--- src/rtl/ex_alu_stage.sv ---
// EX stage of the 16-bit datapath: ALU feeding a single-entry EX/MEM register with valid/ready and flush.
// Build option EX_OVF_DETECT_EN adds a registered signed-overflow flag; without it out_ovf is held at 0.
module ex_alu_stage #(
    parameter int WIDTH  = 16,
    parameter int REG_AW = 3,
    parameter int CTRL_W = 4
) (
    input  logic              clk,
    input  logic              rst,
    input  logic              flush,
    input  logic              in_valid,
    output logic              in_ready,
    input  logic [WIDTH-1:0]  in_a,
    input  logic [WIDTH-1:0]  in_b,
    input  logic [2:0]        in_op,
    input  logic [REG_AW-1:0] in_rd,
    input  logic [CTRL_W-1:0] in_ctrl,
    output logic              out_valid,
    input  logic              out_ready,
    output logic [WIDTH-1:0]  out_res,
    output logic              out_zero,
    output logic [WIDTH-1:0]  out_b,
    output logic [REG_AW-1:0] out_rd,
    output logic [CTRL_W-1:0] out_ctrl,
    output logic              out_ovf
);

    typedef enum logic {ST_EMPTY = 1'b0, ST_FULL = 1'b1} state_t;

    localparam logic [2:0] OP_AND = 3'b000;
    localparam logic [2:0] OP_OR  = 3'b001;
    localparam logic [2:0] OP_ADD = 3'b010;
    localparam logic [2:0] OP_SUB = 3'b011;
    localparam logic [2:0] OP_SLT = 3'b100;
    localparam logic [2:0] OP_NOR = 3'b101;
    localparam logic [2:0] OP_XOR = 3'b110;
    localparam logic [2:0] OP_PSB = 3'b111;

    state_t              state_r;
    state_t              state_nxt_s;
    logic                load_s;
    logic [WIDTH-1:0]    res_s;
    logic                ovf_s;
    logic [WIDTH-1:0]    res_r;
    logic                zero_r;
    logic [WIDTH-1:0]    b_r;
    logic [REG_AW-1:0]   rd_r;
    logic [CTRL_W-1:0]   ctrl_r;
    logic                ovf_r;

    // SLT is a true signed compare, so it stays correct where A-B would overflow.
    function automatic logic [WIDTH-1:0] alu_f(input logic [WIDTH-1:0] a,
                                               input logic [WIDTH-1:0] b,
                                               input logic [2:0]       op);
        logic [WIDTH-1:0] r;
        r = {WIDTH{1'b0}};
        case (op)
            OP_AND:  r = a & b;
            OP_OR:   r = a | b;
            OP_ADD:  r = a + b;
            OP_SUB:  r = a - b;
            OP_SLT:  r = {{(WIDTH-1){1'b0}}, ($signed(a) < $signed(b))};
            OP_NOR:  r = ~(a | b);
            OP_XOR:  r = a ^ b;
            OP_PSB:  r = b;
            default: r = b;
        endcase
        return r;
    endfunction

`ifdef EX_OVF_DETECT_EN
    function automatic logic ovf_f(input logic [WIDTH-1:0] a,
                                   input logic [WIDTH-1:0] b,
                                   input logic [WIDTH-1:0] r,
                                   input logic [2:0]       op);
        logic v;
        v = 1'b0;
        case (op)
            OP_ADD:  v = (a[WIDTH-1] == b[WIDTH-1]) && (r[WIDTH-1] != a[WIDTH-1]);
            OP_SUB:  v = (a[WIDTH-1] != b[WIDTH-1]) && (r[WIDTH-1] != a[WIDTH-1]);
            default: v = 1'b0;
        endcase
        return v;
    endfunction
`endif

    assign res_s = alu_f(in_a, in_b, in_op);
`ifdef EX_OVF_DETECT_EN
    assign ovf_s = ovf_f(in_a, in_b, res_s, in_op);
`else
    assign ovf_s = 1'b0;
`endif

    assign out_valid = (state_r == ST_FULL);
    assign in_ready  = ~out_valid | out_ready;

    // Next-state and load decision; flush overrides everything except reset.
    always_comb begin
        state_nxt_s = state_r;
        load_s      = 1'b0;
        if (flush) begin
            state_nxt_s = ST_EMPTY;
        end else begin
            case (state_r)
                ST_EMPTY: begin
                    if (in_valid) begin
                        load_s      = 1'b1;
                        state_nxt_s = ST_FULL;
                    end else begin
                        state_nxt_s = ST_EMPTY;
                    end
                end
                ST_FULL: begin
                    if (out_ready && in_valid) begin
                        load_s      = 1'b1;
                        state_nxt_s = ST_FULL;
                    end else if (out_ready) begin
                        state_nxt_s = ST_EMPTY;
                    end else begin
                        state_nxt_s = ST_FULL;
                    end
                end
                default: state_nxt_s = ST_EMPTY;
            endcase
        end
    end

    // State register.
    always_ff @(posedge clk) begin
        if (rst) begin
            state_r <= ST_EMPTY;
        end else begin
            state_r <= state_nxt_s;
        end
    end

    // EX/MEM payload; result and zero flag are captured from the same ALU output.
    always_ff @(posedge clk) begin
        if (rst) begin
            res_r  <= {WIDTH{1'b0}};
            zero_r <= 1'b0;
            b_r    <= {WIDTH{1'b0}};
            rd_r   <= {REG_AW{1'b0}};
            ctrl_r <= {CTRL_W{1'b0}};
            ovf_r  <= 1'b0;
        end else if (load_s) begin
            res_r  <= res_s;
            zero_r <= (res_s == {WIDTH{1'b0}});
            b_r    <= in_b;
            rd_r   <= in_rd;
            ctrl_r <= in_ctrl;
            ovf_r  <= ovf_s;
        end else begin
            res_r  <= res_r;
            zero_r <= zero_r;
            b_r    <= b_r;
            rd_r   <= rd_r;
            ctrl_r <= ctrl_r;
            ovf_r  <= ovf_r;
        end
    end

    assign out_res  = res_r;
    assign out_zero = zero_r;
    assign out_b    = b_r;
    assign out_rd   = rd_r;
    assign out_ctrl = ctrl_r;
    assign out_ovf  = ovf_r;

endmodule

--- config.mk ---
export PLATFORM = sky130hd
export DESIGN_NAME = ex_alu_stage
export DESIGN_NICKNAME = d
export VERILOG_FILES = /design/src/rtl/ex_alu_stage.sv
export SDC_FILE = /design/constraint.sdc
export NUM_CORES = 1
export LEC_CHECK = 0
export CORE_ASPECT_RATIO = 1.5
export CORE_UTILIZATION = 50
export CTS_CLUSTER_SIZE = 14
export DETAILED_ROUTE_END_ITERATION = 8
export DONT_BUFFER_PORTS = 1
export PLACE_DENSITY = 0.75
export SLEW_MARGIN = 40
export SYNTH_ARGS = -nofsm -noshare
export SYNTH_HDL_FRONTEND = slang
export SYNTH_SLANG_ARGS = --single-unit
--- constraint.sdc ---
create_clock -name clk -period 3.3 [get_ports clk]
set_input_delay 0.66 -clock clk [delete_from_list [all_inputs] [get_ports clk]]
set_output_delay 0.66 -clock clk [all_outputs]
set_load 0.01 [all_outputs]
# After elaboration in Yosys (flattened, before gate mapping)
# Cells that the tools add are included.
# word_totals
in_bits	47
wordCells	34
out_inout_bits	43
ff_bits	41
# op_classes
mux	8
eq_ne	7
add_sub_neg	2
order_cmp	1
n_bitwise	6
reduce_logical	4
# ops
op	count
one-hot mux 16 bit (8 select lines)	1
adder 16 bit	1
AND 16 bit	1
logical NOT 16 bit	1
< comparator 16 bit	1
NOT 16 bit	1
bitwise OR 16 bit	1
subtractor 16 bit	1
XOR 16 bit	1
== test 3 bit (second input constant)	4
== test 3 x 2 -> 1 bit (second input constant)	2
2-to-1 mux 1 bit	5
one-hot mux 1 bit (2 select lines)	2
== test 3 x 1 -> 1 bit (second input constant)	1
logical NOT 3 bit	1
OR reduction 2 bit	1
logical AND 1 bit	1
NOT 1 bit	1
bitwise OR 1 bit	1

# Logic depth before layout (Yosys ltp)
# depth
word_depth	4
mapped_depth	12
depth_no_buf	12

# Worst setup path before layout
# Ideal clock, no wire load.
# synth_timing
path_kind	input to register
from	input port in_a[0]
to	register zero_r, in the netlist out_zero
arrival_ps	2956
slack_ps	248
required_time_ps	3204
path_stages	12
setup_ps	96
cell_sequence	inv_1 ha_1 fa_1 o21bai_1 a2111oi_0 o41a_1 a221o_1 nand2_1 o221ai_1 o21ai_0 nand4b_1 o41ai_2
# synth_between
elab_chain_cells	4
elab_cells_between_ends	9
cone_classes	add/sub (2); order compare (1); mux (1); bitwise (4); reduce/logical (1)
# synth_rtl
item	line_no	rtl
start: declaration	13	input logic [WIDTH-1:0] in_a,
parallel branches: the longest is 2 deep, another holds subtractor 16 bit	-	
one-hot mux 16 bit (8 select lines) (*)	57	case (op)
logical NOT 16 bit (*)	148	zero_r <= (res_s == {WIDTH{1'b0}});
end signal: assignment	148	
end signal: assignment	155	zero_r <= zero_r;
end: declaration	45	logic zero_r;
# Mark *: on every way between the ends.
# A chain may end at the register's enable or synchronous reset.

# Final worst setup path
# Same ends and word-level chain as after synthesis.

==> results.json <==
{
  "status": "completed",
  "whs_ns": 0.4368,
  "cts_tree": "built",
  "synth_top_area_frac": 0.1803,
  "max_cap_violations": 0,
  "reg2reg_slack_ns": 1.22,
  "wire_per_inst_um": 19.81,
  "area_growth_pct": 6.185,
  "ys_ff_latch": 41,
  "ys_async_sr_fraction": 0,
  "grt_pass1_vias": 4859,
  "dp_slack_ns": -0.1050,
  "cellPowerDensity_nw_per_um2": 351.4,
  "clk_pin_slew_ns": 0.06,
  "end_kind": "flip-flop",
  "hold_path_end": "out_b[0]",
  "drc": 0,
  "hold_viol_final": 0,
  "cts_max_level": 2,
  "period_share": 0.9594,
  "synth_edf_count": 0,
  "crit_type": "in -> reg",
  "fp.dieH_um": 118.9,
  "synth_area_sq_um": 4552,
  "required_ns": 3.48,
  "fin_skew_ns": 0.005173,
  "syn-num-nets": 724,
  "synth_cells": 623,
  "cts_post_setup_buffers_inserted": 0,
  "drive_above_1_share": 0.1115,
  "wl_mm": 14.62,
  "grt.overflow.total": 0,
  "ys_top_cells_by_area": "dfxtp_1 18%, ha_1 14%, nand2_1 8.2%, a21oi_1 6.6%, nor2_1 4.7%",
  "cts-root-buf": "clkbuf_16",
  "dpl.cell_count": 731,
  "setup_ws_ns": 0.1339,
  "diodes": 0,
  "final_core_util": 0.5475,
  "finalNonFillerCells": 738,
  "grt_pass1_wl_mm": 23.17,
  "drt_iter0_drc": 260,
  "drt-pass1-iter-count": 5,
  "slowest_stage": "o41a_1",
  "min_path_type": "in -> reg",
  "start_util": 0.5156,
  "finalSetupTns_ns": 0,
  "r2r_start": "out_valid",
  "post-dp-hpwl_mm": 11.16,
  "ant_nets": 0,
  "cts_buffers": 5,
  "vias": 4630,
  "antenna_found_initial": 0,
  "reg2reg_depth": 8,
  "leakage_uw": 0.002110,
  "vias_per_cell": 6.274,
  "rsz0062_at_grt": "false",
  "yosysMostFrequentCell": "nand2_1",
  "nNetsFinal": 729,
  "finalMaxSlewViolations": 0,
  "core_sq_um": 8828,
  "critical_path.max_stage_delay_ns": 0.46,
  "maxSlewHeadroom": 0.5764,
  "yosys-top-cells-count": "100 x nand2_1, 60 x a21oi_1, 57 x nor2_1, 52 x ha_1, 46 x inv_1",
  "ys_warn_count": 0,
  "io_pins": 90,
  "min_period_ns": 3.166,
  "arrival_ns": 3.35,
  "setup_violations": 0,
  "die_x_um": 79.91,
  "yosys.area.top_type": "dfxtp_1",
  "die_area_sq_um": 9497,
  "path_cells": "inv_1 -> ha_1 -> fa_1 -> o21bai_1 -> a2111oi_0 -> o41a_1 -> a221o_1 -> nand2_1 -> o221ai_1 -> o21ai_0 -> nand4b_1 -> o41ai_2",
  "clk_latency_ns": 0.28,
  "synth_ff_type": "dfxtp_1",
  "min_path_cells": 1,
  "cts_buffer_depth": 2,
  "num_rows": 42,
  "min-delay-start": "rst",
  "grt_usage": 0.3133,
  "tightestPinTransition_ns": 0.6194,
  "grt_max_degree": 49,
  "cp-start-kind": "primary input",
  "clock-sinks": 41,
  "synth_cell_types": 76,
  "peakVddDrop_mv": 0.2847,
  "gp_congestion": 0.9513,
  "syn_area_per_cell_sq_um": 7.306,
  "r2r_end": "out_zero",
  "critPathMaxFanout": 3,
  "port_buffers": 0,
  "fmax_mhz": 315.8,
  "n_fill_cell": 891,
  "ys_seq_area_frac": 0.1803
}
==> repair_timing <==
item / in CTS / in global routing
endpoints found under the setup margin: 0 / 1
hold endpoints to repair: 0 / 0
hold buffers: 0 / 0
gates resized for setup: 0 / 1
==> layer usage <==
metal	routed length, um	vias to the layer above	GRT usage
li1	-	2187	-
met1	5533	2216	0.3220
met2	7428	167	0.5641
met3	666	60	0.05441
met4	988	0	0.2054
met5	0	-	0
==> state kept, by name (all words and copies together) (netlist names) <==
signal,flops
out_zero,1
out_res,16
out_b,16
out_rd,3
out_ctrl,4
out_valid,1
==> worst max-delay path, delay by kind of cell <==
kind / cells / cell delay (ns)
AND/OR/NAND/NOR: 2 / 0.25
AO/OA/AOI/OAI: 7 / 1.78
buffers and inverters: 1 / 0.03
adder cells (fa/ha/maj): 2 / 0.63
==> report_power, final <==
group          internal (uW)  switching (uW)  total (uW)
clock                    351             200         551
combinational            253             341         593
sequential               522            31.4         554
==> final cells by class <==
class / count / area (sq um) / area share
Sequential cell: 41 / 820.8 / 0.1698
Timing Repair Buffer: 40 / 300.3 / 0.06213
Multi-Input combinational cell: 492 / 3234 / 0.6692
Tap cell: 110 / 137.6 / 0.02848
Clock buffer: 5 / 125.1 / 0.02589
Inverter: 48 / 180.2 / 0.03728
Clock inverter: 2 / 35.03 / 0.007248
==> worst max path at each step <==
stage,cells after the start,slack (ns),start,to
3_3_place_gp,12,-0.08,in_a[1],out_zero
6_report,12,0.13,in_a[0],out_zero
4_1_cts,12,0.16,in_a[1],out_zero
3_5_place_dp,12,-0.11,in_a[1],out_zero
5_1_grt,13,0.02,in_b[4],out_zero
2_1_floorplan,12,0.25,in_a[0],out_zero
==> placed cells by master (no fill, tap or decap), types with 14 or more instances in the layout <==
cell type / instances
buf_4: 40
a211oi_1: 15
ha_1: 52
inv_1: 46
o21ai_0: 22
nor3_1: 17
dfxtp_1: 41
a21oi_1: 60
mux2i_1: 14
nand2_1: 100
nor2_1: 57
==> cells by family after synthesis <==
family | Yosys count | share of synthesized area
AND/OR/NAND/NOR | 223 | 0.2205
AO/OA/AOI/OAI | 186 | 0.2757
buffers and inverters | 90 | 0.1116
adder cells (fa/ha/maj) | 54 | 0.1517
flip-flops | 41 | 0.1803
multiplexers | 17 | 0.03821
XOR/XNOR | 11 | 0.02117
other | 1 | 0.0008238
==> stage by stage <==
| step | instance area [sq um] | power (uW) |
|---|---|---|
| CTS | 4827 | 1693 |
| finish | 4833 | 1699 |
| global route | 4833 | 1783 |
| floorplan | 4552 | 1005 |
| global placement | 4667 | 1130 |
| detailed placement | 4667 | 1143 |
Note: power is estimated with default switching activity, not from simulation.
==> patch 1 (same flow settings) <==
The option `EX_OVF_DETECT_EN` is turned on by a define.
--- a/src/rtl/ex_alu_stage.sv
+++ b/src/rtl/ex_alu_stage.sv
@@ -1,5 +1,7 @@
 // EX stage of the 16-bit datapath: ALU feeding a single-entry EX/MEM register with valid/ready and flush.
 // Build option EX_OVF_DETECT_EN adds a registered signed-overflow flag; without it out_ovf is held at 0.
+`define EX_OVF_DETECT_EN
+
 module ex_alu_stage #(
     parameter int WIDTH  = 16,
     parameter int REG_AW = 3,
Check against the original RTL: not equivalent (a bounded check fails within 4 cycles, from zero or initial values and one cycle with rst high).
==> patch 1 against the original RTL <==
- clock power grew 15%
- setup slack improved by 0.070 ns
- synthesized area shrank 0.80%
- maximum frequency is 2.3% higher
- critical endpoint unchanged
- sequential share of layout area down 0.097 points
- clock skew hardly changed
- largest cell class unchanged
- sequential power rose by 2%
- cell area increased by 3.0%
- routed wire length rose by 1.6%
- power grew 6.1%
- register-to-register slack got worse by 0.18 ns
- sequential cell count increased by 1
- non-clock buffer count decreased by 1
==> patch 1: results (changes against the original RTL) <==
outcome=completed (unchanged); post-DP HPWL=11200 um (about the same); Layout Nets=733 (was 729); Hold Path End=out_ctrl[2] (was out_b[0]); Worst Max-Slew Pin Slew=0.566 ns (was 0.619 ns); Detailed Route Iter0 Violations=353 (was 260); Netlist cell types=71 (was 76); main area contributors after synthesis=dfxtp_1 19%, ha_1 14%, a21oi_1 7.8% (was dfxtp_1 18%, ha_1 14%, nand2_1 8.2%); drt wl/cell=20.0 um (was 19.8 um); largest net degree at the start of global routing=50 (was 49); DR vias/cell=6.31 (was 6.27); PortBufs=0 (unchanged); worst path arrival time=3.30 ns (was 3.35 ns); worst slack at placement=-0.198 ns (was -0.105 ns); number of global-route vias before repair=4621 (was 4859); first-pass GRT wire length=23700 um (was 23200 um); slack of the worst reg-to-reg path=1.04 ns (was 1.22 ns); cells after synthesis=627 (was 623); post-synthesis sequential area ratio=18.6% (was 18.0%); Placer Congestion=0.970 (was 0.951); maximum vdd drop=233 uV (was 285 uV); Commonest cells post-synth=88 x nand2_1, 70 x a21oi_1, 52 x ha_1 (was 100 x nand2_1, 60 x a21oi_1, 57 x nor2_1); Worst Skew=0.00503 ns (was 0.00517 ns); Critical Path Slowest Stage Cell=fa_1 (was o41a_1); cell depth of the worst flop-to-flop path=9 (was 8); drt pass-1 iters=7 (was 5); Total GRT Usage=32.4% (was 31.3%); Final Non-Filler Cells=743 (was 738); Static Leak=0.00214 uW (was 0.00211 uW)
==> patch 1: through the flow <==
step	instance area, um^2	TNS (ns)	power [uW]	hold WS, ns
global route	4980	0	1890	0.433
detailed placement	4760	-0.243	1160	0.486
CTS	4960	0	1790	0.435
finish	4980	0	1800	0.437
floorplan	4520	0	1010	0.481
global placement	4760	-0.121	1150	0.481
==> patch 1: metal layers <==
layer	track usage, %	wire, um	part of all wire, %	up-vias
li1	-	-	-	2225
met5	0	0	0	-
met3	6.10	818	5.5	63
met2	56.3	7540	51	193
met4	19.9	984	6.6	0
met1	35.0	5510	37	2207
==> patch 1: timing repair <==
item	CTS	global route
endpoints found under the setup margin	0	1
gates resized for setup	0	3
buffers inserted	0	0
==> patch 1: worst max-delay path: cells and delay by family <==
kind                     cells  cell delay [ns]
AO/OA/AOI/OAI                7             1.55
adder cells (fa/ha/maj)      2             0.60
AND/OR/NAND/NOR              2             0.39
buffers and inverters        1             0.09
==> patch 1: worst max-delay path by stage <==
stage                        from  endpoint  slack [ns]  depth (start not counted)
final                     in_a[0]  out_zero        0.20                         12
after detailed placement  in_a[1]  out_zero       -0.20                         11
after CTS                 in_a[1]  out_zero        0.08                         11
after floorplan           in_a[0]  out_zero        0.25                         12
after global placement    in_a[1]  out_zero       -0.12                         11
after global routing      in_a[0]  out_zero        0.02                         12
==> patch 1: area by class of cell <==
class,instances,area [um^2]
fill,815,3800
multi-input combinational,495,3330
sequential,42,841
timing repair buffer,39,293
inverter,49,184
tap,110,138
clock buffer,5,125
clock inverter,3,68.8
==> patch 1: kinds of logic (layout without fill, tap and decap cells) <==
group                    Yosys count  in the layout  share of synthesized area (%)
AO/OA/AOI/OAI                    206            206                           30.7
XOR/XNOR                          11             11                           2.13
buffers and inverters             90             96                           8.23
flip-flops                        42             42                           18.6
AND/OR/NAND/NOR                  208            208                           21.4
adder cells (fa/ha/maj)           54             54                           15.3
multiplexers                      16             16                           3.57
==> patch 1: power breakdown <==
part / switching [uW] / internal (uW) / total, uW / leakage (uW)
Clock: 199 / 434 / 633 / 0.0000940
Sequential: 30.3 / 534 / 564 / 0.000343
Combinational: 350 / 254 / 604 / 0.00171
Total: 579 / 1220 / 1800 / 0.00214
==> patch 2 (same flow settings) <==
Made on the original files. Reset style: asynchronous (`rst`), changed in 2 clocked blocks.
--- a/src/rtl/ex_alu_stage.sv
+++ b/src/rtl/ex_alu_stage.sv
@@ -126,7 +126,7 @@
     end
 
     // State register.
-    always_ff @(posedge clk) begin
+    always_ff @(posedge clk or posedge rst) begin
         if (rst) begin
             state_r <= ST_EMPTY;
         end else begin
@@ -135,7 +135,7 @@
     end
 
     // EX/MEM payload; result and zero flag are captured from the same ALU output.
-    always_ff @(posedge clk) begin
+    always_ff @(posedge clk or posedge rst) begin
         if (rst) begin
             res_r  <= {WIDTH{1'b0}};
             zero_r <= 1'b0;
Behaviour: differs if rst is asserted again (counterexample within 4 cycles, from zero or initial values and one cycle with rst high); with rst held inactive, the same outputs for 10 cycles.
==> patch 2 against the original RTL <==
- synthesized area increased by 1.6%
- combinational power increased by 16%
- hold slack got worse by 0.048 ns
- power increased by 14%
- synthesized cell count decreased by 4.7%
- via count increased by 0.32%
- critical path depth unchanged
- global-route usage decreased by 0.36 points
- routed wire length increased by 0.88%
- sequential power increased by 23%
- cell area increased by 6.7%
- sequential cell count unchanged
- setup slack improved by 0.053 ns
- largest power group unchanged
- highest routed layer unchanged
==> patch 2: results (changes against the original RTL) <==
outcome=completed (unchanged); Commonest cells post-synth=92 x nand2_1, 52 x ha_1, 50 x inv_1 (was 100 x nand2_1, 60 x a21oi_1, 57 x nor2_1); DR WL met3=1230 um (was 666 um); Worst Max-Slew Pin Slew=0.649 ns (was 0.619 ns); largest net degree at the start of global routing=63 (was 49); worst slack at placement=-0.0431 ns (was -0.105 ns); Critical Path Slowest Stage Cell=o41ai_2 (was o41a_1); post-synthesis sequential area ratio=22.2% (was 18.0%); # placed instances=721 (was 731); worst hold slack=0.389 ns (was 0.437 ns); Top FF cell, synth=dfrtp_1 (was dfxtp_1); Hold Crit Class=in2async (was in2reg); GR Layer Usage met2=50.0% (was 56.4%); Static Leak=0.00244 uW (was 0.00211 uW); syn_nets=695 (was 724); WL met2=6900 um (was 7430 um); first-pass GRT wire length=23000 um (was 23200 um); placed cell area=4990 um^2 (was 4670 um^2); met1 Use GR=40.2% (was 32.2%); WL met1=5920 um (was 5530 um); post-DP HPWL=11400 um (was 11200 um); Total GRT Usage=31.0% (was 31.3%); drt wl/cell=20.2 um (was 19.8 um); reg2reg end=out_zero (unchanged); cells after synthesis=594 (was 623); async set-or-reset flop fraction in the synthesized netlist=100% (was 0%); slack of the worst reg-to-reg path=1.16 ns (was 1.22 ns); Netlist cell types=78 (was 76); fin crit share=94.3% (was 95.9%)
-- patch 2: cell types whose count changed in the layout (fill, tap and decap cells not counted), sizes merged, moves of 10 or more --
cell / delta
dfxtp: -41
o21ai: +15
a21oi: -20
nor2: -12
buf: +12
a211oi: -10
dfrtp: +41
-- patch 2: where the power goes --
group / switching (uW) / leakage (uW) / internal (uW)
Clock: 180 / 0.0000841 / 377
Sequential: 96.9 / 0.000510 / 585
Combinational: 401 / 0.00185 / 289
Total: 679 / 0.00244 / 1250
-- patch 2: layout make-up --
cell class	instances	share of cell area (%)
clock inverters	1	0.582
clock buffers	7	2.76
well taps	110	2.67
multi-input cells	467	62.8
repair buffers	52	7.57
flip-flops and latches	41	19.9
inverters	51	3.76
-- patch 2: logic make-up after synthesis --
kind of cell / share of synthesized area, %
multiplexers: 3.54
AND/OR/NAND/NOR: 20.3
other: 0.0811
flip-flops: 22.2
adder cells (fa/ha/maj): 14.9
XOR/XNOR: 1.70
buffers and inverters: 7.93
AO/OA/AOI/OAI: 29.4
